### config.mk
export PLATFORM = sky130hd
export DESIGN_NAME = mem_ctrl_flat
export DESIGN_NICKNAME = d
export VERILOG_FILES = /design/src/rtl/mem_ctrl_if.sv /design/src/rtl/mem_ctrl.sv /design/src/flat_wrapper.sv
export SDC_FILE = /design/constraint.sdc
export NUM_CORES = 1
export LEC_CHECK = 0
export CORE_ASPECT_RATIO = 1.25
export CORE_MARGIN = 1.5
export CORE_UTILIZATION = 40
export DETAILED_ROUTE_END_ITERATION = 8
export PLACE_DENSITY = 0.69
export SLEW_MARGIN = 20
export SYNTH_ARGS = -nofsm -noshare
export SYNTH_HDL_FRONTEND = slang
export SYNTH_SLANG_ARGS = --single-unit
### constraint.sdc
create_clock -name clk -period 6.35 [get_ports clk]
set_clock_uncertainty 0.1 [all_clocks]
set_input_delay 1.27 -clock clk [delete_from_list [all_inputs] [get_ports clk]]
set_output_delay 1.27 -clock clk [all_outputs]
set_load 0.005 [all_outputs]
### src/rtl/mem_ctrl_if.sv
// Bundle of the pipeline-side request/response signals and the byte-wide RAM port of mem_ctrl.
// The controller uses the slave modport; the pipeline and RAM environment use the master modport.
interface mem_ctrl_if #(
   parameter int ADDR_W = 32,
   parameter int RAM_AW = 17
);
   logic              if_req;
   logic [ADDR_W-1:0] if_addr;
   logic              cancel;
   logic              if_mem_ctrl_done;
   logic [31:0]       if_rdata;

   logic              mem_req;
   logic              mem_we;
   logic [ADDR_W-1:0] mem_addr;
   logic [1:0]        mem_width;
   logic [31:0]       mem_wdata;
   logic              mem_done;
   logic [31:0]       mem_rdata;

   logic              busy;

   logic [RAM_AW-1:0] ram_addr;
   logic [7:0]        ram_dout;
   logic [7:0]        ram_din;
   logic              ram_wr;

   modport slave (
      input  if_req, if_addr, cancel,
      input  mem_req, mem_we, mem_addr, mem_width, mem_wdata,
      input  ram_din,
      output if_mem_ctrl_done, if_rdata,
      output mem_done, mem_rdata,
      output busy,
      output ram_addr, ram_dout, ram_wr
   );

   modport master (
      output if_req, if_addr, cancel,
      output mem_req, mem_we, mem_addr, mem_width, mem_wdata,
      output ram_din,
      input  if_mem_ctrl_done, if_rdata,
      input  mem_done, mem_rdata,
      input  busy,
      input  ram_addr, ram_dout, ram_wr
   );
endinterface

### src/rtl/mem_ctrl.sv
// Single-port byte-RAM controller arbitrating instruction fetch and data access into 1/2/4-byte transfers.
// Optional macro MEM_CTRL_RR_EN: round-robin grant between IF and MEM instead of fixed MEM priority.
module mem_ctrl #(
   parameter int ADDR_W = 32,
   parameter int RAM_AW = 17
) (
   input  logic      clk,
   input  logic      rst,
   mem_ctrl_if.slave bus
);

   typedef enum logic [1:0] {IDLE, IF_RD, MEM_RD, MEM_WR} state_t;

   state_t            state, state_next;
   logic [ADDR_W-1:0] base;
   logic [2:0]        n, cnt, cnt_next, req_n;
   logic [31:0]       wdata, acc, merged;
   logic [31:0]       if_rdata_q, mem_rdata_q;
   logic              if_done_q, mem_done_q;
   logic              elig_if, elig_mem, grant_if, grant_mem, accept;
   logic              capture, fin_if, fin_mem_rd, fin_mem_wr;
   logic [1:0]        byte_idx;
   logic [RAM_AW-1:0] addr_low, ram_addr_c;
   logic [7:0]        ram_dout_c;
   logic              ram_wr_c;

`ifdef MEM_CTRL_RR_EN
   logic              last_grant;   // 0 = IF won last, 1 = MEM won last
`endif

   // A requester whose done pulse is visible this cycle is still holding its old request.
   always_comb begin
      elig_mem = bus.mem_req && !mem_done_q;
      elig_if  = bus.if_req && !bus.cancel && !if_done_q;
`ifdef MEM_CTRL_RR_EN
      grant_mem = elig_mem && (!elig_if || !last_grant);
`else
      grant_mem = elig_mem;
`endif
      grant_if = elig_if && !grant_mem;
      accept   = (state == IDLE) && (grant_mem || grant_if);
   end

   always_comb begin
      case (bus.mem_width)
         2'b00:   req_n = 3'd1;
         2'b01:   req_n = 3'd2;
         default: req_n = 3'd4;
      endcase
   end

   // Byte arriving now belongs to the address issued one cycle earlier.
   assign byte_idx = 2'(cnt - 3'd1);
   assign merged   = acc | (32'(bus.ram_din) << {byte_idx, 3'b000});
   assign addr_low = RAM_AW'(base + ADDR_W'(cnt));

   always_ff @(posedge clk or negedge rst) begin
      if (!rst) state <= IDLE;
      else      state <= state_next;
   end

   // NOTE: every output of this block gets a default first, so no path leaves a latch behind.
   always_comb begin
      state_next = state;
      cnt_next   = cnt;
      ram_addr_c = '0;
      ram_dout_c = '0;
      ram_wr_c   = 1'b0;
      capture    = 1'b0;
      fin_if     = 1'b0;
      fin_mem_rd = 1'b0;
      fin_mem_wr = 1'b0;
      case (state)
         IDLE: begin
            cnt_next = 3'd0;
            if (grant_mem)     state_next = bus.mem_we ? MEM_WR : MEM_RD;
            else if (grant_if) state_next = IF_RD;
         end
         IF_RD, MEM_RD: begin
            if (cnt < n) ram_addr_c = addr_low;
            if (state == IF_RD && bus.cancel) begin
               state_next = IDLE;
               cnt_next   = 3'd0;
            end else begin
               capture = (cnt != 3'd0);
               if (cnt == n) begin
                  state_next = IDLE;
                  cnt_next   = 3'd0;
                  fin_if     = (state == IF_RD);
                  fin_mem_rd = (state == MEM_RD);
               end else begin
                  cnt_next = cnt + 3'd1;
               end
            end
         end
         MEM_WR: begin
            ram_wr_c   = 1'b1;
            ram_addr_c = addr_low;
            ram_dout_c = 8'(wdata >> {cnt[1:0], 3'b000});
            if (cnt == n - 3'd1) begin
               state_next = IDLE;
               cnt_next   = 3'd0;
               fin_mem_wr = 1'b1;
            end else begin
               cnt_next = cnt + 3'd1;
            end
         end
         default: state_next = IDLE;
      endcase
   end

   // NOTE: sequential state uses non-blocking assignments so every register samples pre-edge values.
   always_ff @(posedge clk or negedge rst) begin
      if (!rst) begin
         cnt         <= 3'd0;
         n           <= 3'd0;
         base        <= '0;
         wdata       <= '0;
         acc         <= '0;
         if_done_q   <= 1'b0;
         mem_done_q  <= 1'b0;
         if_rdata_q  <= '0;
         mem_rdata_q <= '0;
      end else begin
         cnt        <= cnt_next;
         if_done_q  <= fin_if;
         mem_done_q <= fin_mem_rd || fin_mem_wr;
         if (accept) begin
            base <= grant_mem ? bus.mem_addr : bus.if_addr;
            n    <= grant_mem ? req_n : 3'd4;
            acc  <= '0;
            if (grant_mem && bus.mem_we) wdata <= bus.mem_wdata;
         end
         if (capture)    acc         <= merged;
         if (fin_if)     if_rdata_q  <= merged;
         if (fin_mem_rd) mem_rdata_q <= merged;
      end
   end

`ifdef MEM_CTRL_RR_EN
   always_ff @(posedge clk or negedge rst) begin
      if (!rst)        last_grant <= 1'b0;
      else if (accept) last_grant <= grant_mem;
   end
`endif

   assign bus.if_mem_ctrl_done = if_done_q;
   assign bus.if_rdata         = if_rdata_q;
   assign bus.mem_done         = mem_done_q;
   assign bus.mem_rdata        = mem_rdata_q;
   assign bus.busy             = (state != IDLE);
   assign bus.ram_addr         = ram_addr_c;
   assign bus.ram_dout         = ram_dout_c;
   assign bus.ram_wr           = ram_wr_c;

endmodule

### src/flat_wrapper.sv
// flat-port wrapper written by rule: the top's interface ports become plain ports
module mem_ctrl_flat 
#(
   parameter int ADDR_W = 32,
   parameter int RAM_AW = 17
)
  (clk, rst, bus_if_req, bus_if_addr, bus_cancel, bus_mem_req, bus_mem_we, bus_mem_addr, bus_mem_width, bus_mem_wdata, bus_ram_din, bus_if_mem_ctrl_done, bus_if_rdata, bus_mem_done, bus_mem_rdata, bus_busy, bus_ram_addr, bus_ram_dout, bus_ram_wr);
  mem_ctrl_if #(.ADDR_W(ADDR_W), .RAM_AW(RAM_AW)) bus_i ();
  input  logic clk;
  input  logic rst;
  input wire logic [$bits(bus_i.if_req)-1:0] bus_if_req;
  input wire logic [$bits(bus_i.if_addr)-1:0] bus_if_addr;
  input wire logic [$bits(bus_i.cancel)-1:0] bus_cancel;
  input wire logic [$bits(bus_i.mem_req)-1:0] bus_mem_req;
  input wire logic [$bits(bus_i.mem_we)-1:0] bus_mem_we;
  input wire logic [$bits(bus_i.mem_addr)-1:0] bus_mem_addr;
  input wire logic [$bits(bus_i.mem_width)-1:0] bus_mem_width;
  input wire logic [$bits(bus_i.mem_wdata)-1:0] bus_mem_wdata;
  input wire logic [$bits(bus_i.ram_din)-1:0] bus_ram_din;
  output wire logic [$bits(bus_i.if_mem_ctrl_done)-1:0] bus_if_mem_ctrl_done;
  output wire logic [$bits(bus_i.if_rdata)-1:0] bus_if_rdata;
  output wire logic [$bits(bus_i.mem_done)-1:0] bus_mem_done;
  output wire logic [$bits(bus_i.mem_rdata)-1:0] bus_mem_rdata;
  output wire logic [$bits(bus_i.busy)-1:0] bus_busy;
  output wire logic [$bits(bus_i.ram_addr)-1:0] bus_ram_addr;
  output wire logic [$bits(bus_i.ram_dout)-1:0] bus_ram_dout;
  output wire logic [$bits(bus_i.ram_wr)-1:0] bus_ram_wr;
  assign bus_i.if_req = bus_if_req;
  assign bus_i.if_addr = bus_if_addr;
  assign bus_i.cancel = bus_cancel;
  assign bus_i.mem_req = bus_mem_req;
  assign bus_i.mem_we = bus_mem_we;
  assign bus_i.mem_addr = bus_mem_addr;
  assign bus_i.mem_width = bus_mem_width;
  assign bus_i.mem_wdata = bus_mem_wdata;
  assign bus_i.ram_din = bus_ram_din;
  assign bus_if_mem_ctrl_done = bus_i.if_mem_ctrl_done;
  assign bus_if_rdata = bus_i.if_rdata;
  assign bus_mem_done = bus_i.mem_done;
  assign bus_mem_rdata = bus_i.mem_rdata;
  assign bus_busy = bus_i.busy;
  assign bus_ram_addr = bus_i.ram_addr;
  assign bus_ram_dout = bus_i.ram_dout;
  assign bus_ram_wr = bus_i.ram_wr;
  mem_ctrl #(.ADDR_W(ADDR_W), .RAM_AW(RAM_AW)) u_core (.clk(clk), .rst(rst), .bus(bus_i));
endmodule
# ---- Word level (Yosys, flattened, before mapping)
# Cells that the tools add are included.
dict set report totals {
  reg_bits 155
  wordCells 78
  inputBits 112
  out_inout_bits 93
}
dict set report op_classes {
  reduce_logical 21
  n_lt_le_gt_ge 1
  n_eq_ne 9
  bitwise_logic 1
  shifts 2
  muxes 30
  addsub 4
}
# op count
set ops {}
lappend ops {{two-way mux 32 bit} 2}
lappend ops {{two-way mux 17 bit} 2}
lappend ops {{one-hot mux 17 bit (2 select lines)} 1}
lappend ops {{OR 32 bit} 1}
lappend ops {{left shift 8 x 5 -> 32 bit} 1}
lappend ops {{right shift 32 x 5 -> 8 bit} 1}
lappend ops {{adder 17 x 3 -> 17 bit} 1}
lappend ops {{two-way mux 1 bit} 12}
lappend ops {{two-way mux 3 bit} 4}
lappend ops {{two-way mux 2 bit} 5}
lappend ops {{one-hot mux 3 bit (3 select lines)} 1}
lappend ops {{two-way mux 8 bit} 1}
lappend ops {{logical AND 1 bit} 7}
lappend ops {{equality test 3 bit} 2}
lappend ops {{!= test 3 x 1 -> 1 bit, second input constant} 2}
lappend ops {{one-hot mux 2 bit (3 select lines)} 1}
lappend ops {{one-hot mux 3 bit (2 select lines)} 1}
lappend ops {{equality test 2 x 1 -> 1 bit, second input constant} 2}
lappend ops {{equality test 2 bit, second input constant} 2}
lappend ops {{zero test 1 bit} 4}
lappend ops {{zero test 2 bit} 2}
lappend ops {{nonzero test 2 bit} 2}
lappend ops {{adder 3 x 1 -> 3 bit, second input constant} 1}
lappend ops {{< comparator 3 bit} 1}
lappend ops {{8 further kinds} 9}

# ---- Depth between registers and ports, before layout
# Gate-level depths: netlist (run 1).
dict set report logic_depth {
  depth_word 8
  depth_mapped 9
  depth_no_buf 7
}

# ---- Least setup slack after synthesis (run 1)
# Ideal clock, no wire load.
dict set report synth_path {
  kind {register to output}
  startpoint {register u_core.cnt[1]}
  endpoint {output bus_ram_addr[14]}
  n_path_buf 1
  path_slack_ns 2.941
  required_ns 4.980
  arrival_time_ns 2.039
  stages_incl_launch_ff 8
  cell_sequence {dfrtp_1 -> buf_2 -> inv_1 -> fa_1 -> nor2b_1 -> o211ai_2 -> or3_1 -> a21oi_1}
}
dict set report synth_via {
  elab_chain_cells 3
  elab_cells_between_ends 4
  cone_classes {1 x add/sub; 1 x order compare; 2 x mux}
}
# element line_no
set synth_rtl {}
lappend synth_rtl {{start, declared} mem_ctrl.sv:16} ;# logic [2:0] n, cnt, cnt_next, req_n;
lappend synth_rtl {{start signal, assigned} mem_ctrl.sv:125} ;# cnt <= cnt_next;
lappend synth_rtl {{adder 17 x 3 -> 17 bit / < comparator 3 bit (equally long branches)} {mem_ctrl.sv:55, mem_ctrl.sv:80}}
lappend synth_rtl {{two-way mux 17 bit} mem_ctrl.sv:80} ;# if (cnt < n) ram_addr_c = addr_low;
lappend synth_rtl {{one-hot mux 17 bit (2 select lines) *} mem_ctrl.sv:73} ;# case (state)
lappend synth_rtl {{end, declared} flat_wrapper.sv:25} ;# output wire logic [$bits(bus_i.ram_addr)-1:0] bus_ram_addr;
# Every way passes the cells marked *; elsewhere a longest branch is shown, timed or not.

# ---- Final worst setup path (run 1)
dict set report layout_path {
  startpoint {register u_core.cnt[1]}
  endpoint {output bus_ram_addr[12]}
}
# The elaborated chain is that of the path after synthesis.

==> impl_results.md, run 1 <==
* Worst-skew pair later-pin latency at roughly 0.42 ns
* Main flop type after synthesis: dfrtp_1
* Syn_nets at ~790
* Site row count at between 50 and 60
* Initial Util at 41.31%
* Routed Antenna Nets at 0
* Worst Tran Pin Value at roughly 0.88 ns
* Area grow syn2layout at 36.02%
* Avg WL per Cell at 16.32 um
* Placed cells at approximately 1,000
* Unique cell type count in the Yosys netlist at 47
* Final HPWL DP at roughly 12,000 um
* Number of CTS-inserted buffers at 17
* Post-route cell area at 9539 um^2
* Slew Viols, Final at 0
* Post-synth top area cell: dfrtp_1
* Grt ovf at 0
* Sequential Power Share at 37.3%
* Hold crit path type: reg2reg
* Fin. Hold Viols at 0
* P_sw at between 1 and 1.5 mW
* FF+latch count, synth at approximately 160
* Ports at between 200 and 250
* Total number of vias at roughly 5,400
* CP endpoint kind: output port
* IR drop worst, VDD at between 0.2 and 0.25 mV
* First-pass GRT wire length at roughly 27,000 um
* Worst-path clk slew at around 0.060 ns
* Clk network pwr share at 25.5%
* I/O Buffers at 174
* Ant. Diodes at 0
* Drt first pass iters at 5
* Mapped Cells at 658
* Fmax at 0.2052 GHz
* Vias in the first global route at around 5,200
* Most common library cell in the layout ignoring fill and taps: clkdlybuf4s50_1
* Hold Path Depth at 2
* Switching part of the total at between 30% and 40%
* Combinational share of power at between 30 and 40%
* Hold buffer count at cts at 0
* Reg2Reg Depth at 8
* H-tree levels at 4
* Nets@finish at about 940
* Tmin final at between 4 and 5 ns
* TritonCTS clock tree: done
* Synth Cell Area at 7013 um^2
* Worst Path Max Fanout at 13
* Most frequent cells in the layout: clkdlybuf4s50_1, dfrtp_1, a21oi_1
* Maximum Capacitance Violations at 0
* Internal at 2.956 mW
* Area after DPL at a little under 9000 um^2
* # DRC at 0
* Critical path required time at ~5 ns
* Sink Count at roughly 160
* Register area share after synthesis at between 50 and 60%
* Max_slew headroom at between 40% and 50%
* GPL Wtd Cong at a little under 0.8
* Root buffer cell: clkbuf_16
* Iteration-0 DRC count of the detailed router at between 200 and 300
* Setup TNS at 0 ns
* Yosys Warn Count at 0
* Non-filler cells, final at 1,049
* Share of the synthesized area in the top cell type at 55.31%
* Area contributors post-synth: dfrtp_1, a21oi_1, nor2_1, mux2_2, mux4_2
* Largest net degree at the start of global routing at 96
* Post-Syn Area per Cell at 10.66 um^2
* Data arrival, critical path at about 3.5 ns
* PD cells at 453.6 nW/um^2
* Initial antenna violation count at 0
* Core area at between 15,000 and 20,000 um^2
* Die area at between 15,000 and 20,000 um^2
* Post-CTS setup buffer count at 0
* Unrepaired setup endpoints after global routing: no
* Kind of start point of the critical path: flip-flop
* Number of synthesized flops with an enable pin at 0
* Vias per inst at 5.122
* Post-Route WL at ~17,000 um
* Clock buffer depth at 2
* GRT Util Overall at between 15 and 20%
* Run status: complete, no violations
* Leakage at around 4 nW
* FFs w/ async S/R, synth at 100.0%
* CTS resizes at 0
* Die height at approximately 150 um
* Final setup violation count at 0
* Period utilisation layout at about three quarters
* Worst setup path class: reg2out
* Die W at 121.4 um
* Share of cells above drive strength 1 at between 10% and 20%
## worst paths after layout
check | from | end | slack [ns]
min | u_core.acc[7]$_DFFE_PN0P_ | u_core.acc[7]$_DFFE_PN0P_ | 0.39
max | u_core.cnt[1]$_DFF_PN0_ | bus_ram_addr[12] | 1.48
max in group asynchronous | rst | u_core.wdata[8]$_DFFE_PN0P_ | 4.01
min reg2reg | u_core.acc[7]$_DFFE_PN0P_ | u_core.acc[7]$_DFFE_PN0P_ | 0.39
max reg2reg | u_core.cnt[0]$_DFF_PN0_ | u_core.bus.if_rdata[10]$_DFFE_PN0P_ | 3.20
min in group asynchronous | rst | u_core.wdata[31]$_DFFE_PN0P_ | 0.81
## synthesized netlist by cell type, drive strengths merged, types with 2 or more instances
master   count
dfrtp      155
a21oi      141
nor2       107
mux2        32
buf         31
o21ai       26
nand2       25
mux2i       17
inv         15
ha          14
clkbuf      13
and2         9
mux4         8
nor3         6
or3          6
nor2b        5
o31ai        5
xor2         5
and3         4
nand3        4
nor3b        4
or4          3
a21o         2
a22o         2
nand2b       2
nor4         2
o2111ai      2
o211ai       2
xnor2        2
## critical path: stages (launching register included)
cell and delay [ns]:
dfrtp_1 0.77, inv_1 0.21, fa_1 0.49, nor2b_1 0.36
o211ai_2 0.18, or3_1 0.38, a21oi_1 0.15, clkdlybuf4s50_1 0.55
## flip-flops by register name, summed over array words and instances (netlist names)
signal                       cells
u_core.acc                      32
u_core.bus.if_rdata             32
u_core.bus.mem_rdata            32
u_core.wdata                    32
u_core.base                     17
u_core.cnt                       3
u_core.n                         3
u_core.state                     2
u_core.bus.if_mem_ctrl_done      1
u_core.bus.mem_done              1
## area by class of cell
| type | instances | area, um^2 |
|---|---|---|
| Fill cell | 1521 | 7437 |
| Tap cell | 220 | 275.3 |
| Clock buffer | 23 | 488.0 |
| Clock inverter | 9 | 157.7 |
| Inverter | 15 | 56.30 |
| Multi-Input combinational cell | 444 | 2869 |
| Timing Repair Buffer | 183 | 1814 |
| Sequential cell | 155 | 3879 |
## per-stage QoR
step	worst slack, ns	utilization, %	hold WS, ns	power [mW]
after floorplan	2.941	-	0.3538	2.481
after global placement	1.919	52.32	0.3755	3.214
after detailed placement	1.895	52.32	0.3823	3.256
after CTS	1.422	56.12	0.3975	4.379
after global routing	1.163	56.19	0.4130	4.635
final	1.478	56.19	0.3947	4.327
## cell families after synthesis
| logic type | count (synthesis) | share of synthesized area, % |
|---|---|---|
| buffers and inverters | 59 | 4.086 |
| AO/OA/AOI/OAI | 184 | 14.06 |
| AND/OR/NAND/NOR | 180 | 12.42 |
| flip-flops | 155 | 55.31 |
| multiplexers | 57 | 10.13 |
| adder cells (fa/ha/maj) | 15 | 2.783 |
| XOR/XNOR | 8 | 1.213 |
## power by group through the flow
stage,registers (mW),clock network [mW],logic (mW)
after detailed placement,1.63,0,1.63
after CTS,1.62,1.12,1.64
after floorplan,1.59,0,0.890
final,1.61,1.10,1.61
after global routing,1.67,1.17,1.79
after global placement,1.62,0,1.60
## metal layers
metal,vias to the layer above,wire [um],track usage [%]
met3,22,744,4.179
met2,115,8644,32.82
met5,-,0,0
met1,2633,7412,24.99
li1,2603,-,-
met4,0,318,6.471
Note: power is estimated with default switching activity, not from simulation.
==> run 2: changes to the inputs <==
--- a/config.mk
+++ b/config.mk
@@ -9,7 +9,7 @@
 export CORE_MARGIN = 1.5
 export CORE_UTILIZATION = 40
 export DETAILED_ROUTE_END_ITERATION = 8
-export PLACE_DENSITY = 0.69
+export PLACE_DENSITY = 0.72
 export SLEW_MARGIN = 20
 export SYNTH_ARGS = -nofsm -noshare
 export SYNTH_HDL_FRONTEND = slang
==> constraint.sdc (replaced) <==
create_clock -name clk -period 4.1 [get_ports clk]
set_clock_uncertainty 0.1 [all_clocks]
set_input_delay 0.82 -clock clk [delete_from_list [all_inputs] [get_ports clk]]
set_output_delay 0.82 -clock clk [all_outputs]
set_load 0.005 [all_outputs]
==> impl_results.md, run 2 (same netlist as run 1, synthesis figures left out) <==
* Core area at between 15,000 and 20,000 um^2
* Most common library cell in the layout ignoring fill and taps: clkdlybuf4s50_1
* Setup TNS at 0 ns
* Post-Route WL at 17,070 um
* Data arrival, critical path at slightly below 3 ns
* Root buffer cell: clkbuf_16
* Worst Path Max Fanout at 13
* Unrepaired setup endpoints after global routing: no
* Number of CTS-inserted buffers at 17
* Fmax at approximately 0.26 GHz
* Nets@finish at 947
* I/O Buffers at 174
* Worst-skew pair later-pin latency at roughly 0.42 ns
* TritonCTS clock tree: done
* Total number of vias at approximately 5,400
* Critical path required time at 3.18 ns
* Vias per inst at 5.111
* Worst-path clk slew at around 0.060 ns
* Avg WL per Cell at 16.22 um
* Maximum Capacitance Violations at 0
* Worst path cell trace: ha_1 > a21o_1 > a21oi_1 > o31ai_1 > a21oi_1 > clkdlybuf4s50_1
* First-pass GRT wire length at around 27,000 um
* Share of cells above drive strength 1 at 11.90%
* Max_slew headroom at a little over two fifths
* Drt first pass iters at 4
* Most frequent cells in the layout: clkdlybuf4s50_1, dfrtp_1, a21oi_1
* Initial Util at about two fifths
* Area grow syn2layout at 36.00%
* PD cells at 696.4 nW/um^2
* Kind of start point of the critical path: flip-flop
* Period utilisation layout at approximately 93%
* Area after DPL at about 8900 um^2
* Iteration-0 DRC count of the detailed router at slightly below 300
* Grt ovf at 0
* Routed Antenna Nets at 0
* Die area at roughly 18,000 um^2
* Ports at slightly above 200
* Worst Tran Pin Value at 0.8637 ns
* Filler Cells Inserted at approximately 1,500
* Die height at about 150 um
* Leakage at 4.118 nW
* Site row count at 53
* Worst setup path class: reg2out
* Clock buffer depth at 2
* Vias in the first global route at 5,334
* Final HPWL DP at about 12,000 um
* Initial antenna violation count at 0
* Power, Total at 6.643 mW
* Hold crit path type: in2async
* Tmin final at 3.830 ns
* Run status: complete, no violations
* GRT Util Overall at about a fifth
* Largest net degree at the start of global routing at 91
* GPL Wtd Cong at slightly below 0.8
* Ant. Diodes at 0
* Fin. Hold Viols at 0
* Post-route cell area at ~9500 um^2
* Slew Viols, Final at 0
* Final setup violation count at 0
* IR drop worst, VDD at 0.4217 mV
* Max incr delay on CP at 0.69 ns
* Die W at roughly 120 um
* Slowest CP cell: a21oi_1
* Sink Count at roughly 160
* Crit-path most repeated cell: a21oi_1
* H-tree levels at 4
* CP endpoint kind: output port
* # DRC at 0
run 2: cell types whose count changed in the layout (fill, tap and decap cells not counted), sizes merged:
cell / before / now
clkbuf: 23 / 19
buf: 10 / 14
clkinvlp: 2 / 5
clkinv: 1 / 3
inv: 17 / 15
run 2: path summary, 6_finish.rpt:
path | to | cells past startpoint | from | slack [ns]
min in group clk | u_core.acc[12]$_DFFE_PN0P_ | 2 | u_core.acc[12]$_DFFE_PN0P_ | 0.40
setup / recovery | bus_ram_addr[11] | 6 | u_core.cnt[1]$_DFF_PN0_ | 0.27
setup reg to reg | u_core.acc[9]$_DFFE_PN0P_ | 7 | u_core.cnt[0]$_DFF_PN0_ | 1.21
hold / removal | u_core.wdata[0]$_DFFE_PN0P_ | 1 | rst | 0.37
hold reg to reg | u_core.acc[12]$_DFFE_PN0P_ | 2 | u_core.acc[12]$_DFFE_PN0P_ | 0.40
max in group asynchronous | u_core.n[2]$_DFFE_PN0P_ | 2 | rst | 2.59
run 2: routing by layer:
metal  vias to the layer above  wire length [um]  GRT usage (%)
met1                      2593              7088          23.86
met4                         0               557          9.118
met3                        37               942          5.083
met5                         -                 0              0
met2                       139              8479          32.60
li1                       2608                 -              -
run 2: repair_timing:
item	CTS	global route
endpoints found under the hold margin	0	0
hold buffers	0	0
setup buffers	0	0
gates resized for setup	0	1
endpoints found under the setup margin	0	3
run 2: through the flow:
step	std cells	setup slack [ns]	utilization (%)	hold WS, ns
floorplan	658	1.141	-	0.3538
global placement	1021	0.6522	52.54	0.3759
detailed placement	1021	0.6528	52.54	0.3839
CTS	1052	0.1579	56.17	0.3997
global route	1052	0.02441	56.18	0.4116
finish	1052	0.2699	56.18	0.3683
run 2: worst max-delay path: cells and delay by family (launching register included):
family / cells / cell delay (ns)
AO/OA/AOI/OAI: 4 / 1.23
buffers and inverters: 1 / 0.54
flip-flops: 1 / 0.40
adder cells (fa/ha/maj): 1 / 0.31
run 2: layout make-up:
type                       instances  area (um^2)  area share [%]
timing repair buffer             187         1841           19.30
clock buffer                      19        442.9           4.644
multi-input combinational        444         2872           30.11
tap                              220        275.3           2.886
clock inverter                    12        172.7           1.810
inverter                          15        56.30          0.5903
sequential                       155         3879           40.67
run 2: power by group:
| group | internal (mW) | switching, mW | total (mW) |
|---|---|---|---|
| logic | 1.37 | 1.15 | 2.52 |
| clock network | 1.03 | 0.611 | 1.64 |
| registers | 2.13 | 0.357 | 2.49 |
| total | 4.52 | 2.12 | 6.64 |
